===== src/rtl/riscv_sb_pkg.sv =====
// Shared types for the forwarding scoreboard: one slot per in-flight instruction.
// Register addresses are zero-extended into SB_ADDR_W-bit fields.
package riscv_sb_pkg;

    localparam int unsigned SB_ADDR_W = 8;

    typedef struct packed {
        logic                 valid;
        logic                 regwrite;
        logic                 isLoad;
        logic [SB_ADDR_W-1:0] rd;
        logic [SB_ADDR_W-1:0] rs1;
        logic [SB_ADDR_W-1:0] rs2;
        logic                 useRs1;
        logic                 useRs2;
    } sb_entry_t;

    localparam sb_entry_t SB_BUBBLE = '0;

    function automatic logic isProducer(sb_entry_t e);
        return e.valid && e.regwrite && (e.rd != '0);
    endfunction

endpackage


===== src/rtl/riscv_fwd_select.sv =====
// One-operand forwarding matcher: youngest ready producer of src wins, else register file.
// unreadyHit flags a match on a load whose data is not yet valid.
module riscv_fwd_select
    import riscv_sb_pkg::*;
#(
    parameter int unsigned XLEN = 32,
    parameter int unsigned NUM_FWD_STAGES = 2,
    parameter int unsigned LOAD_LATENCY = 1,
    parameter int unsigned SEL_W = 2
) (
    input  logic [SB_ADDR_W-1:0]           src,
    input  logic                           useSrc,
    input  sb_entry_t [NUM_FWD_STAGES:1]   pipe,
    input  logic [NUM_FWD_STAGES*XLEN-1:0] resultData,
    input  logic [XLEN-1:0]                rfData,
    output logic [XLEN-1:0]                data,
    output logic [SEL_W-1:0]               sel,
    output logic                           unreadyHit
);

    logic unusedFields;

    // Scan oldest to youngest so the youngest ready match is the last to assign.
    always_comb begin
        data         = rfData;
        sel          = '0;
        unreadyHit   = 1'b0;
        unusedFields = 1'b0;
        for (int unsigned j = NUM_FWD_STAGES; j >= 1; j--) begin
            unusedFields = unusedFields ^ (^{pipe[j].rs1, pipe[j].rs2,
                                             pipe[j].useRs1, pipe[j].useRs2});
            if (useSrc && (src != '0) && isProducer(pipe[j]) && (pipe[j].rd == src)) begin
                if (!pipe[j].isLoad || (j > LOAD_LATENCY)) begin
                    data = resultData[(j-1)*XLEN +: XLEN];
                    sel  = SEL_W'(j);
                end else begin
                    unreadyHit = 1'b1;
                end
            end
        end
    end

endmodule


===== src/rtl/riscv_forwarding_scoreboard.sv =====
// Hazard/forwarding scoreboard tracking destinations from EX to WB; load-use stall and operand bypass.
// Define RISCV_SB_PERF_EN to add saturating stall_count and fwd_count outputs.
module riscv_forwarding_scoreboard
    import riscv_sb_pkg::*;
#(
    parameter int unsigned XLEN = 32,
    parameter int unsigned REG_ADDR_W = 5,
    parameter int unsigned NUM_FWD_STAGES = 2,
    parameter int unsigned LOAD_LATENCY = 1,
    parameter int unsigned FLUSH_DEPTH = 2,
    localparam int unsigned SEL_W = $clog2(NUM_FWD_STAGES + 1)
) (
    input  logic                           clk,
    input  logic                           rst,
    input  logic                           issue_valid,
    input  logic [REG_ADDR_W-1:0]          issue_rd,
    input  logic                           issue_regwrite,
    input  logic                           issue_is_load,
    input  logic [REG_ADDR_W-1:0]          issue_rs1,
    input  logic [REG_ADDR_W-1:0]          issue_rs2,
    input  logic                           issue_use_rs1,
    input  logic                           issue_use_rs2,
    input  logic                           flush,
    input  logic [NUM_FWD_STAGES*XLEN-1:0] result_data,
    input  logic [XLEN-1:0]                rf_data1,
    input  logic [XLEN-1:0]                rf_data2,
    output logic                           stall,
    output logic [XLEN-1:0]                ex_op1,
    output logic [XLEN-1:0]                ex_op2,
    output logic [SEL_W-1:0]               fwd_sel1,
    output logic [SEL_W-1:0]               fwd_sel2
`ifdef RISCV_SB_PERF_EN
    ,
    output logic [31:0]                    stall_count,
    output logic [31:0]                    fwd_count
`endif
);

    sb_entry_t [NUM_FWD_STAGES:0] pipeQ;
    sb_entry_t [NUM_FWD_STAGES:0] pipeD;
    sb_entry_t                    issueEntry;
    logic [SB_ADDR_W-1:0]         issueRs1;
    logic [SB_ADDR_W-1:0]         issueRs2;
    logic                         loadHit;
    logic                         unready1;
    logic                         unready2;
    logic                         unusedWbSrc;

    assign issueRs1 = SB_ADDR_W'(issue_rs1);
    assign issueRs2 = SB_ADDR_W'(issue_rs2);

    always_comb begin
        issueEntry          = SB_BUBBLE;
        issueEntry.valid    = 1'b1;
        issueEntry.regwrite = issue_regwrite;
        issueEntry.isLoad   = issue_is_load;
        issueEntry.rd       = SB_ADDR_W'(issue_rd);
        issueEntry.rs1      = issueRs1;
        issueEntry.rs2      = issueRs2;
        issueEntry.useRs1   = issue_use_rs1;
        issueEntry.useRs2   = issue_use_rs2;
    end

    // A load in the first LOAD_LATENCY slots cannot yet supply its data to the ID consumer.
    always_comb begin
        loadHit = 1'b0;
        for (int unsigned k = 0; k < LOAD_LATENCY; k++) begin
            if (isProducer(pipeQ[k]) && pipeQ[k].isLoad &&
                ((issue_use_rs1 && (issueRs1 == pipeQ[k].rd)) ||
                 (issue_use_rs2 && (issueRs2 == pipeQ[k].rd)))) begin
                loadHit = 1'b1;
            end
        end
    end

    assign stall = issue_valid && loadHit && !flush;

    always_comb begin
        pipeD = pipeQ;
        if (issue_valid && !stall && !flush) begin
            pipeD[0] = issueEntry;
        end else begin
            pipeD[0] = SB_BUBBLE;
        end
        for (int unsigned k = 1; k <= NUM_FWD_STAGES; k++) begin
            pipeD[k] = (flush && (k < FLUSH_DEPTH)) ? SB_BUBBLE : pipeQ[k-1];
        end
    end

    always_ff @(posedge clk) begin
        if (rst) begin
            for (int unsigned k = 0; k <= NUM_FWD_STAGES; k++) begin
                pipeQ[k] <= SB_BUBBLE;
            end
        end else begin
            pipeQ <= pipeD;
        end
    end

    riscv_fwd_select #(
        .XLEN          (XLEN),
        .NUM_FWD_STAGES(NUM_FWD_STAGES),
        .LOAD_LATENCY  (LOAD_LATENCY),
        .SEL_W         (SEL_W)
    ) uFwd1 (
        .src       (pipeQ[0].rs1),
        .useSrc    (pipeQ[0].valid && pipeQ[0].useRs1),
        .pipe      (pipeQ[NUM_FWD_STAGES:1]),
        .resultData(result_data),
        .rfData    (rf_data1),
        .data      (ex_op1),
        .sel       (fwd_sel1),
        .unreadyHit(unready1)
    );

    riscv_fwd_select #(
        .XLEN          (XLEN),
        .NUM_FWD_STAGES(NUM_FWD_STAGES),
        .LOAD_LATENCY  (LOAD_LATENCY),
        .SEL_W         (SEL_W)
    ) uFwd2 (
        .src       (pipeQ[0].rs2),
        .useSrc    (pipeQ[0].valid && pipeQ[0].useRs2),
        .pipe      (pipeQ[NUM_FWD_STAGES:1]),
        .resultData(result_data),
        .rfData    (rf_data2),
        .data      (ex_op2),
        .sel       (fwd_sel2),
        .unreadyHit(unready2)
    );

    // The WB slot's source fields are carried only to keep the slot format uniform.
    assign unusedWbSrc = ^{pipeQ[NUM_FWD_STAGES].rs1, pipeQ[NUM_FWD_STAGES].rs2,
                           pipeQ[NUM_FWD_STAGES].useRs1, pipeQ[NUM_FWD_STAGES].useRs2};

    // The load-use stall should make an unready match in EX unreachable.
    assert property (@(posedge clk) disable iff (rst) !(unready1 || unready2));

`ifdef RISCV_SB_PERF_EN
    logic fwdActive;
    assign fwdActive = pipeQ[0].valid && ((fwd_sel1 != '0) || (fwd_sel2 != '0));

    always_ff @(posedge clk) begin
        if (rst) begin
            stall_count <= '0;
            fwd_count   <= '0;
        end else begin
            if (stall && (stall_count != 32'hFFFF_FFFF)) begin
                stall_count <= stall_count + 32'd1;
            end
            if (fwdActive && (fwd_count != 32'hFFFF_FFFF)) begin
                fwd_count <= fwd_count + 32'd1;
            end
        end
    end
`endif

endmodule


===== config.mk =====
export PLATFORM = sky130hd
export DESIGN_NAME = riscv_forwarding_scoreboard
export DESIGN_NICKNAME = d
export VERILOG_FILES = /design/src/rtl/riscv_sb_pkg.sv /design/src/rtl/riscv_fwd_select.sv /design/src/rtl/riscv_forwarding_scoreboard.sv
export SDC_FILE = /design/constraint.sdc
export NUM_CORES = 1
export LEC_CHECK = 0
export CELL_PAD_IN_SITES_DETAIL_PLACEMENT = 1
export CELL_PAD_IN_SITES_GLOBAL_PLACEMENT = 2
export CORE_MARGIN = 3
export CORE_UTILIZATION = 21
export DETAILED_ROUTE_END_ITERATION = 8
export GPL_TIMING_DRIVEN = 0
export PLACE_DENSITY = 0.86
export SLEW_MARGIN = 20
export SYNTH_ARGS = -nofsm -noshare
export SYNTH_HDL_FRONTEND = slang
export SYNTH_HIERARCHICAL = 1
export SYNTH_SLANG_ARGS = --single-unit

===== constraint.sdc =====
create_clock -name clk -period 2.4 [get_ports clk]
set_input_delay 0.36 -clock clk [delete_from_list [all_inputs] [get_ports clk]]
set_output_delay 0.36 -clock clk [all_outputs]
set_load 0.02 [all_outputs]

-- After elaboration in Yosys (flattened, before gate mapping)
Cells that the tools add are included.
- input bits: 151
- output and inout bits: 69
- register bits after elaboration: 50
- word-level logic and storage cells: 75
- equal/unequal tests: 6
- bitwise gates (word level): 1
- mux-type cells: 14
- reductions and logical operators: 36
- operators with widths (kind ; count):
    $mux 32 ; 6
    $reduce_bool 8->1 ; 5
    $eq 8x8->1 ; 4
    $mux 29 ; 1
    $logic_and 1x1->1 ; 26
    $eq 5x8->1 ; 2
    $mux 2 ; 6
    $reduce_or 2->1 ; 2
    $logic_not 1->1 ; 2
    $logic_or 1x1->1 ; 1
    $mux 1 ; 1
    $not 1->1 ; 1

-- Logic depth before layout (Yosys ltp)
Gate-level depths: netlist (run 1).
- depth after elaboration: 12
- mapped depth: 7
- depth with buffers taken out: 6

-- Hierarchy
Netlist (run 1), hierarchy kept.
- by module, submodules not included (module ; area an instance (µm²) ; instances ; seq. area each (µm²) ; cells an instance):
    riscv_fwd_select ; 1094.8 ; 2 ; 0.0 ; 188
    riscv_forwarding_scoreboard ; 1894.3 ; 1 ; 1201.2 ; 176

-- Least setup slack after synthesis (run 1)
OpenSTA, ideal clock, no wires.
- kind: reg-to-output
- start point: register pipeQ[13] in the netlist's numbering
- end point: output fwd_sel1[1]
- slack: 302 ps
- data arrival time: 1738 ps
- cell stages (with the launch flop): 7
- required time: 2040 ps
- path buffers: 1
- cell sequence: dfxtp_1 > nor4_2 > a21boi_2 > nand4_2 > clkinv_2 > buf_6 > nor3_1
- word-level cells in the longest chain between the ends: 7
- ends and longest elaborated chain (what ; line ; RTL):
    start: declaration ; riscv_forwarding_scoreboard.sv:39 ; sb_entry_t [NUM_FWD_STAGES:0] pipeQ;
    start signal: assignment ; riscv_forwarding_scoreboard.sv:96 ; pipeQ <= pipeD;
    $reduce_bool 8->1 ; riscv_fwd_select.sv:32 ; if (useSrc && (src != '0) && isProducer(pipe[j]) && (pipe[j].rd == src)) begin
    $logic_and 1x1->1 (3 in a row) ; riscv_fwd_select.sv:32 ;
    $mux 2 ; riscv_fwd_select.sv:32 ;
    $mux 2 ; riscv_fwd_select.sv:33 ; if (!pipe[j].isLoad || (j > LOAD_LATENCY)) begin
    $mux 2 * ; riscv_fwd_select.sv:32 ;
    end: declaration ; riscv_forwarding_scoreboard.sv:30 ; output logic [SEL_W-1:0] fwd_sel1,
Mark *: on every way between the ends. The rest lies on a longest branch, timed or not.

-- Worst setup path after layout (run 1)
- start point: register pipeQ (netlist bit pipeD[76])
- end point: output ex_op1[6]
- word-level cells in the longest chain between the ends: 5
- ends and longest elaborated chain (what ; line ; RTL):
    $reduce_bool 8->1 ; riscv_sb_pkg.sv:21 ; return e.valid && e.regwrite && (e.rd != '0);
    $logic_and 1x1->1 ; riscv_sb_pkg.sv:21 ;
    $logic_and 1x1->1 ; riscv_fwd_select.sv:32 ;
    $logic_and 1x1->1 * ; riscv_fwd_select.sv:32 ;
    $mux 32 * ; riscv_fwd_select.sv:32 ;
    end: declaration ; riscv_forwarding_scoreboard.sv:28 ; output logic [XLEN-1:0] ex_op1,
Marked as above.

==> results of run 1 <==
[worst min-delay path by stage]
stage	startpoint	end	slack, ns	depth (start not counted)
after floorplan	pipeQ[27]	pipeD[85]	0.43	1
after detailed placement	pipeQ[26]	pipeD[84]	0.46	1
after global placement	pipeQ[26]	pipeD[84]	0.45	1
final	pipeQ[26]	pipeD[84]	0.47	1
after CTS	pipeQ[26]	pipeD[84]	0.47	1
after global routing	pipeD[86]	pipeQ[86]	0.50	1
[flip-flops by register name, summed over array words and instances (netlist names)]
register	cells
pipeQ	27
pipeD	8
[per-stage QoR]
stage          worst slack [ns]  instance area [um^2]  instances  TNS, ns  utilization (%)
2_1_floorplan             0.309                  3550        537        0                -
3_3_place_gp             -0.545                  6000        967   -28.73             38.8
3_5_place_dp             -0.653                  6000        967   -31.75             38.8
4_1_cts                  -0.149                  6430        993    -1.19             41.5
5_1_grt                  -0.215                  7030       1004    -8.54             45.4
6_report                 -0.104                  7030       1004    -1.55             45.4
[layer usage]
layer  vias up  track usage, %
li1       2375               -
met1      2366            24.2
met2       193            37.3
met3        31            4.65
met4         0            4.11
met5         -               0
[area by class of cell]
class,count,area [um^2]
Timing Repair Buffer,250,2390
Sequential cell,35,737
Clock inverter,1,7.51
Clock buffer,7,153
Buffer,48,422
Multi-Input combinational cell,450,3040
Fill cell,1838,8460
Inverter,2,17.5
Tap cell,211,264
[critical path: cells and delay by family (launching register included)]
| family | cells | cell delay, ns |
|---|---|---|
| buffers and inverters | 5 | 0.70 |
| AO/OA/AOI/OAI | 3 | 0.41 |
| AND/OR/NAND/NOR | 2 | 0.38 |
| flip-flops | 1 | 0.37 |
[repair_timing]
action                     CTS  global route
cloned                       0             1
setup buffers               18            13
hold buffers                 0             0
setup endpoints to repair   69            67
pin swaps                   34            37
gates resized for setup    421           161
[power by group through the flow]
stage          Combinational, mW  Sequential, mW  Clock [mW]
5_1_grt                    0.749           0.608       0.718
3_3_place_gp               0.648           0.620           0
6_report                   0.702           0.607       0.673
4_1_cts                    0.652           0.610       0.685
2_1_floorplan              0.240           0.615           0
3_5_place_dp               0.654           0.621           0
==> flow_metrics.env, run 1 <==
export IMPL_worst_slack_ns=-0.104
export IMPL_clk_path_buf_depth=2
export IMPL_grt_pass1_vias=5233
export IMPL_holdWs_ns=0.466
export IMPL_max_freq_ghz=0.399
export IMPL_status="complete, but fails checks"
export IMPL_end_kind="output port"
export IMPL_nets=943
export IMPL_p_int_mw=1.43
export IMPL_p_sw_share_pct=28.1
export IMPL_avgSynthCellArea_um2=6.84
export IMPL_r2r_start="pipeQ[20]"
export IMPL_path_max_fanout=5
export IMPL_rows=45
export IMPL_crit_chain="buf_4 > nor4_4 > a211oi_2 > nand4_4 > clkinv_4 > buf_12 > clkbuf_16 > a31oi_1 > a21oi_1 > buf_4"
export IMPL_clock_skew_ns=0.00197
export IMPL_insertion_delay_ns=0.27
export IMPL_crit_required_ns=2.04
export IMPL_drt_iter0_drc=154
export IMPL_grtUsageTotal_pct=20.3
export IMPL_critPathKind="register to output port"
export IMPL_clk_root_buffer_cell="clkbuf_16"
export IMPL_rsz0062_at_grt="true"
export IMPL_grt_max_degree=12
export IMPL_via_per_inst=4.95
export IMPL_drive_gt1_share_pct=30.4
export IMPL_cp_common_cell="buf_4"
export IMPL_power_mw=1.98
export IMPL_finalHoldViolations=0
export IMPL_gp_congestion=0.836
export IMPL_r2r_slack_ns=1.03
export IMPL_failed_checks="negative setup slack"
export IMPL_max_cap_violations=0
export IMPL_wire_per_inst_um=19.7
export IMPL_final_cell_mix="clkdlybuf4s50_1 (150), buf_4 (75), a21oi_1 (69)"
export IMPL_grt_overflow_total=0
export IMPL_netlist_instances=496
export IMPL_io_pin_count=220
export IMPL_fp_dieW_um=133
export IMPL_power_frac_seq_pct=30.6
export IMPL_finalCritPeriodShare_pct=104
export IMPL_cts_tree="done"
export IMPL_reg2reg_to="pipeQ[4]"
export IMPL_cts_max_level=2
export IMPL_grt_pass1_wl_um=29400
export IMPL_powerDensity_nw_per_um2=282
export IMPL_crit_path_end="ex_op1[6]"
export IMPL_wl_met3_um=1250
export IMPL_antenna_found_initial=0
export IMPL_max_stage_delay_ns=0.37
export IMPL_worst_ep_arrival_time_ns=2.14
export IMPL_drt_pass1_iter_count=4
export IMPL_vdd_drop_max_v=0.000239
export IMPL_wl_met1_um=7810
export IMPL_chipHeight_um=133
export IMPL_dieArea_um2=17700
export IMPL_period_minus_slack_ns=2.50
export IMPL_dp_hpwl_um=14900
export IMPL_crit_slowest_cell="dfxtp_4"
export IMPL_numCtsBuffers=5
export IMPL_vias=4965
export IMPL_pwr_share_comb_pct=35.4
export IMPL_leakagePower_nw=2.80
export IMPL_initial_utilization_pct=21.9
export IMPL_yosys_warnings=6
export IMPL_clkTransAtPathRegs_ns=0.05
export IMPL_drv_slew=0
export IMPL_reg2reg_depth=4
export IMPL_core_um2=15500
export IMPL_port_buffers=219
export IMPL_drc=0
export IMPL_n_antenna_cell=0
export IMPL_crit_start="pipeD[76]"
export IMPL_cts_sinks=35
export IMPL_cp_start_kind="register"
export IMPL_finalWirelength_um=19800
export IMPL_area_growth_synth_to_final_pct=107
export IMPL_met2WireLength_um=10400
export IMPL_ant_nets=0
export IMPL_top_layer="met4"
export IMPL_clockPowerShare_pct=34.0
export IMPL_final_common_cell="clkdlybuf4s50_1"
export IMPL_setup_viol_count_final=48
export IMPL_synth_area_um2=3390
export IMPL_switching_power_uw=557
export IMPL_hold_path_class="register to register"
(Power assumes the default switching activity.)
==> run 2, diff against run 1 <==
--- a/config.mk
+++ b/config.mk
@@ -12,6 +12,7 @@
 export DETAILED_ROUTE_END_ITERATION = 8
 export GPL_TIMING_DRIVEN = 0
 export PLACE_DENSITY = 0.86
+export SETUP_SLACK_MARGIN = 0.3
 export SLEW_MARGIN = 20
 export SYNTH_ARGS = -nofsm -noshare
 export SYNTH_HDL_FRONTEND = slang
==> run 2 against run 1 <==
The flow still finishes with violations (negative setup slack). Global-route usage grew 0.48 points. Register-to-register slack lost 0.03 ns. Maximum frequency shrank 2.0%. Sequential power is essentially flat. Utilization grew 0.99 points. Critical path type unchanged. Critical endpoint is now ex_op1[27].
==> flow_metrics.env, run 2 (synthesis results as in run 1) <==
export IMPL_cts_max_level=2
export IMPL_p_int_mw=1.42
export IMPL_clockPowerShare_pct=33.9
export IMPL_period_minus_slack_ns=2.56
export IMPL_vias=4967
export IMPL_leakagePower_nw=2.91
export IMPL_final_common_cell="clkdlybuf4s50_1"
export IMPL_max_stage_delay_ns=0.36
export IMPL_cp_start_kind="register"
export IMPL_dp_hpwl_um=14900
export IMPL_max_freq_ghz=0.391
export IMPL_clk_path_buf_depth=2
export IMPL_drc=0
export IMPL_crit_slowest_cell="dfxtp_4"
export IMPL_cts_tree="done"
export IMPL_pwr_share_comb_pct=35.6
export IMPL_setup_viol_count_final=42
export IMPL_met2WireLength_um=10800
export IMPL_insertion_delay_ns=0.27
export IMPL_numCtsBuffers=5
export IMPL_wl_met3_um=1260
export IMPL_grt_pass1_vias=5390
export IMPL_hold_path_class="input port to register"
export IMPL_rows=45
export IMPL_failed_checks="negative setup slack"
export IMPL_fin_area_um2=7180
export IMPL_antenna_found_initial=1
export IMPL_fp_dieW_um=133
export IMPL_core_um2=15500
export IMPL_clock_skew_ns=0.00183
export IMPL_finalHoldViolations=0
export IMPL_holdWs_ns=0.380
export IMPL_worst_ep_arrival_time_ns=2.20
export IMPL_port_buffers=219
export IMPL_critPathKind="register to output port"
export IMPL_crit_chain="xor2_1 > nor4_2 > and4_1 > buf_6 > clkbuf_16 > a31oi_1 > a21oi_1 > buf_4"
export IMPL_vdd_drop_max_v=0.000236
export IMPL_finalCritPeriodShare_pct=106
export IMPL_cts_sinks=35
export IMPL_clk_root_buffer_cell="clkbuf_16"
export IMPL_switching_power_uw=561
export IMPL_powerDensity_nw_per_um2=277
export IMPL_drt_pass1_iter_count=4
export IMPL_wl_met1_um=7920
export IMPL_wire_per_inst_um=20.5
export IMPL_largest_reg_flops=27
export IMPL_grt_max_degree=12
export IMPL_worst_slack_ns=-0.155
export IMPL_gp_congestion=0.836
export IMPL_io_pin_count=220
export IMPL_clkTransAtPathRegs_ns=0.05
export IMPL_path_max_fanout=7
export IMPL_largest_register="pipeQ"
export IMPL_drive_gt1_share_pct=30.0
export IMPL_grt_overflow_total=0
export IMPL_dieArea_um2=17700
export IMPL_max_cap_violations=0
export IMPL_drv_slew=0
export IMPL_grt_pass1_wl_um=29900
export IMPL_chipHeight_um=133
export IMPL_rsz0062_at_grt="true"
export IMPL_status="complete, but fails checks"
export IMPL_placed_area_um2=6000
export IMPL_top_layer="met4"
export IMPL_crit_required_ns=2.04
export IMPL_via_per_inst=4.95
export IMPL_finalWirelength_um=20600
export IMPL_power_frac_seq_pct=30.5
export IMPL_p_sw_share_pct=28.3
export IMPL_nets=941
export IMPL_drt_iter0_drc=157
export IMPL_ant_nets=0
export IMPL_fillers=1819
export IMPL_final_cell_mix="clkdlybuf4s50_1 (142), a21oi_1 (69), buf_4 (67)"
export IMPL_end_kind="output port"
export IMPL_grtUsageTotal_pct=20.8
export IMPL_initial_utilization_pct=21.9
export IMPL_area_growth_synth_to_final_pct=111
[run 2: through the flow]
| step | power, mW | TNS, ns | setup slack (ns) | util, % | instances |
|---|---|---|---|---|---|
| after floorplan | 0.855 | 0 | 0.309 | - | 537 |
| after global placement | 1.27 | -28.73 | -0.545 | 38.8 | 967 |
| after detailed placement | 1.28 | -31.75 | -0.653 | 38.8 | 967 |
| after CTS | 1.97 | -0.173 | -0.0156 | 43.1 | 993 |
| after global routing | 2.08 | -7.96 | -0.219 | 46.4 | 1003 |
| final | 1.99 | -1.79 | -0.155 | 46.4 | 1003 |
[run 2: final timing paths]
path	startpoint	endpoint	slack [ns]	depth (start not counted)
max	pipeQ[10]	ex_op1[27]	-0.16	8
min reg2reg	pipeQ[26]	pipeD[84]	0.47	1
max reg2reg	pipeQ[21]	pipeQ[4]	1.00	6
min	issue_rs1[0]	pipeQ[10]	0.38	3
[run 2: timing repair]
action,CTS,global route
setup buffers,15,6
endpoints found under the setup margin,69,69
pin swaps,68,41
gates resized for setup,481,94
endpoints found under the hold margin,0,0
cloned,3,3
hold buffers,0,0
[run 2: final cells by class]
cell class / count / area [um^2] / share of cell area [%]
plain buffers: 50 / 445 / 6.21
clock buffers: 7 / 153 / 2.13
clock inverters: 1 / 7.51 / 0.105
multi-input cells: 450 / 3060 / 42.6
flip-flops and latches: 35 / 741 / 10.3
inverters: 2 / 22.5 / 0.314
well taps: 211 / 264 / 3.68
diodes: 1 / 2.50 / 0.0349
repair buffers: 246 / 2490 / 34.7
[run 2: power by group through the flow]
| stage | logic, mW | registers, mW | clock network (mW) |
|---|---|---|---|
| after floorplan | 0.240 | 0.615 | 0 |
| after global placement | 0.648 | 0.620 | 0 |
| after detailed placement | 0.654 | 0.621 | 0 |
| after CTS | 0.674 | 0.606 | 0.685 |
| after global routing | 0.751 | 0.606 | 0.718 |
| final | 0.707 | 0.605 | 0.674 |
[run 2: metal layers]
| metal | up-vias | track usage (%) |
|---|---|---|
| met4 | 0 | 6.57 |
| met2 | 213 | 38.0 |
| met3 | 41 | 4.83 |
| li1 | 2363 | - |
| met1 | 2350 | 23.9 |
| met5 | - | 0 |
[run 2: worst max-delay path, delay by kind of cell, from the launching register on]
| kind | cells | cell delay (ns) |
|---|---|---|
| AO/OA/AOI/OAI | 2 | 0.34 |
| flip-flops | 1 | 0.36 |
| XOR/XNOR | 1 | 0.18 |
| buffers and inverters | 3 | 0.52 |
| AND/OR/NAND/NOR | 2 | 0.51 |
==> run 3, diff against run 2 <==
--- a/config.mk
+++ b/config.mk
@@ -5,13 +5,13 @@
 export SDC_FILE = /design/constraint.sdc
 export NUM_CORES = 1
 export LEC_CHECK = 0
+export ABC_AREA = 1
 export CELL_PAD_IN_SITES_DETAIL_PLACEMENT = 1
 export CELL_PAD_IN_SITES_GLOBAL_PLACEMENT = 2
-export CORE_MARGIN = 3
-export CORE_UTILIZATION = 21
+export CORE_UTILIZATION = 20
 export DETAILED_ROUTE_END_ITERATION = 8
 export GPL_TIMING_DRIVEN = 0
-export PLACE_DENSITY = 0.86
+export PLACE_DENSITY = 0.84
 export SETUP_SLACK_MARGIN = 0.3
 export SLEW_MARGIN = 20
 export SYNTH_ARGS = -nofsm -noshare
==> run 3 against run 2 <==
The run now ends clean. Power increased by 2.2%. Clock power decreased by 11%. Count of clock-buffer cells in the layout unchanged. Critical path depth increased by 6. Via count increased by 15%. Hold slack got worse by 0.0089 ns. Final area increased by 11%. First-iteration DRC count increased by 14%. Critical path type unchanged. Largest cell class unchanged. Largest power group unchanged. Highest routed layer unchanged.
==> flow_metrics.env, run 3 <==
export IMPL_status="finished, final reports clean"
export IMPL_power_mw=2.03
export IMPL_setup_viol_count_final=0
export IMPL_finalCritPeriodShare_pct=94.6
export IMPL_clk_root_buffer_cell="clkbuf_16"
export IMPL_drt_iter0_drc=179
export IMPL_drt_pass1_iter_count=4
export IMPL_insertion_delay_ns=0.27
export IMPL_area_growth_synth_to_final_pct=87.8
export IMPL_holdWs_ns=0.371
export IMPL_via_per_inst=4.17
export IMPL_placed_area_um2=6970
export IMPL_ant_nets=0
export IMPL_cts_sinks=35
export IMPL_numCtsBuffers=5
export IMPL_path_max_fanout=8
export IMPL_drv_slew=0
export IMPL_hold_path_class="input port to register"
export IMPL_io_pin_count=220
export IMPL_port_buffers=219
export IMPL_cts_max_level=2
export IMPL_worst_slack_ns=0.130
export IMPL_finalWirelength_um=20700
export IMPL_vias=5713
export IMPL_gp_congestion=0.757
export IMPL_final_common_cell="nand2_1"
export IMPL_grtUsageTotal_pct=18.2
export IMPL_max_freq_ghz=0.441
export IMPL_fp_dieW_um=148
export IMPL_fin_cells=1370
export IMPL_initial_utilization_pct=20.7
export IMPL_nets=1248
export IMPL_preCtsSetupSlack_ns=-0.248
export IMPL_fin_area_um2=7990
export IMPL_avgSynthCellArea_um2=5.31
export IMPL_period_minus_slack_ns=2.27
export IMPL_chipHeight_um=148
export IMPL_largest_register="pipeQ"
export IMPL_rsz0062_at_grt="true"
export IMPL_leakagePower_nw=4.07
export IMPL_critPathKind="register to output port"
export IMPL_rows=52
export IMPL_end_kind="output port"
export IMPL_drive_gt1_share_pct=24.9
export IMPL_clock_skew_ns=0.00394
export IMPL_cp_start_kind="register"
export IMPL_clk_path_buf_depth=2
export IMPL_grt_overflow_total=0
export IMPL_grt_pass1_vias=5833
export IMPL_cts_hold_buf=0
export IMPL_antenna_found_initial=2
export IMPL_dieArea_um2=21900
export IMPL_tns_ns=0
export IMPL_powerDensity_nw_per_um2=254
export IMPL_utilization_pct=38.9
export IMPL_synth_area_um2=4260
export IMPL_grt_max_degree=11
export IMPL_yosys_warnings=6
export IMPL_grt_pass1_wl_um=31300
export IMPL_core_um2=20600
export IMPL_worst_ep_arrival_time_ns=1.91
export IMPL_max_cap_violations=0
export IMPL_fillers=2715
export IMPL_vdd_drop_max_v=0.000381
export IMPL_clkTransAtPathRegs_ns=0.05
export IMPL_largest_reg_flops=27
export IMPL_netlist_instances=801
export IMPL_dp_hpwl_um=15900
export IMPL_wire_per_inst_um=15.1
export IMPL_cts_tree="done"
export IMPL_crit_required_ns=2.04
export IMPL_finalHoldViolations=0
export IMPL_dp_cells=1339
export IMPL_drc=0
export IMPL_final_cell_mix="nand2_1 (274), clkdlybuf4s50_1 (145), inv_1 (133)"
## run 3: layout make-up
cell class / count / area [um^2] / area share (%)
Inverter: 153 / 596 / 7.45
Tap cell: 270 / 338 / 4.23
Buffer: 36 / 408 / 5.10
Antenna cell: 2 / 5.00 / 0.0626
Multi-Input combinational cell: 626 / 3210 / 40.2
Sequential cell: 35 / 757 / 9.47
Clock buffer: 7 / 133 / 1.66
Timing Repair Buffer: 240 / 2540 / 31.7
Clock inverter: 1 / 5.00 / 0.0626
## run 3: critical path, stage by stage (launching register included)
cell	delay, ns
dfxtp_4	0.39
inv_2	0.04
nand2_2	0.04
nand2_1	0.04
nor2_1	0.11
nand2_1	0.09
nor2_4	0.14
nand3_4	0.09
buf_12	0.16
inv_16	0.08
buf_12	0.11
buf_16	0.11
nand2_2	0.05
nand2_2	0.07
buf_6	0.11
## run 3: path summary, 6_finish.rpt
path,cells after the start,to,startpoint,slack (ns)
worst max-delay path,14,ex_op2[23],pipeD[76],0.13
worst min-delay path,3,pipeQ[6],issue_rs2[4],0.37
worst max register to register,10,pipeQ[4],pipeQ[22],1.07
worst min register to register,2,pipeQ[86],pipeD[86],0.44
## run 3: layer usage
metal	track usage, %	up-vias	wire [um]
met2	34.4	159	10300
met5	0	-	0
met3	2.10	21	996
li1	-	2932	-
met4	3.76	0	361
met1	21.9	2601	8970
## run 3: report_power, final
| part | leakage (nW) | switching, mW | internal (mW) |
|---|---|---|---|
| combinational | 3.70 | 0.386 | 0.448 |
| clock | 0.0679 | 0.217 | 0.383 |
| sequential | 0.297 | 0.0134 | 0.583 |
| total | 4.07 | 0.617 | 1.41 |
## run 3: repair_timing
action,CTS,global route
endpoints found under the setup margin,69,69
gates cloned,5,3
setup buffers,13,0
gates resized for setup,480,66
pin swaps,46,38
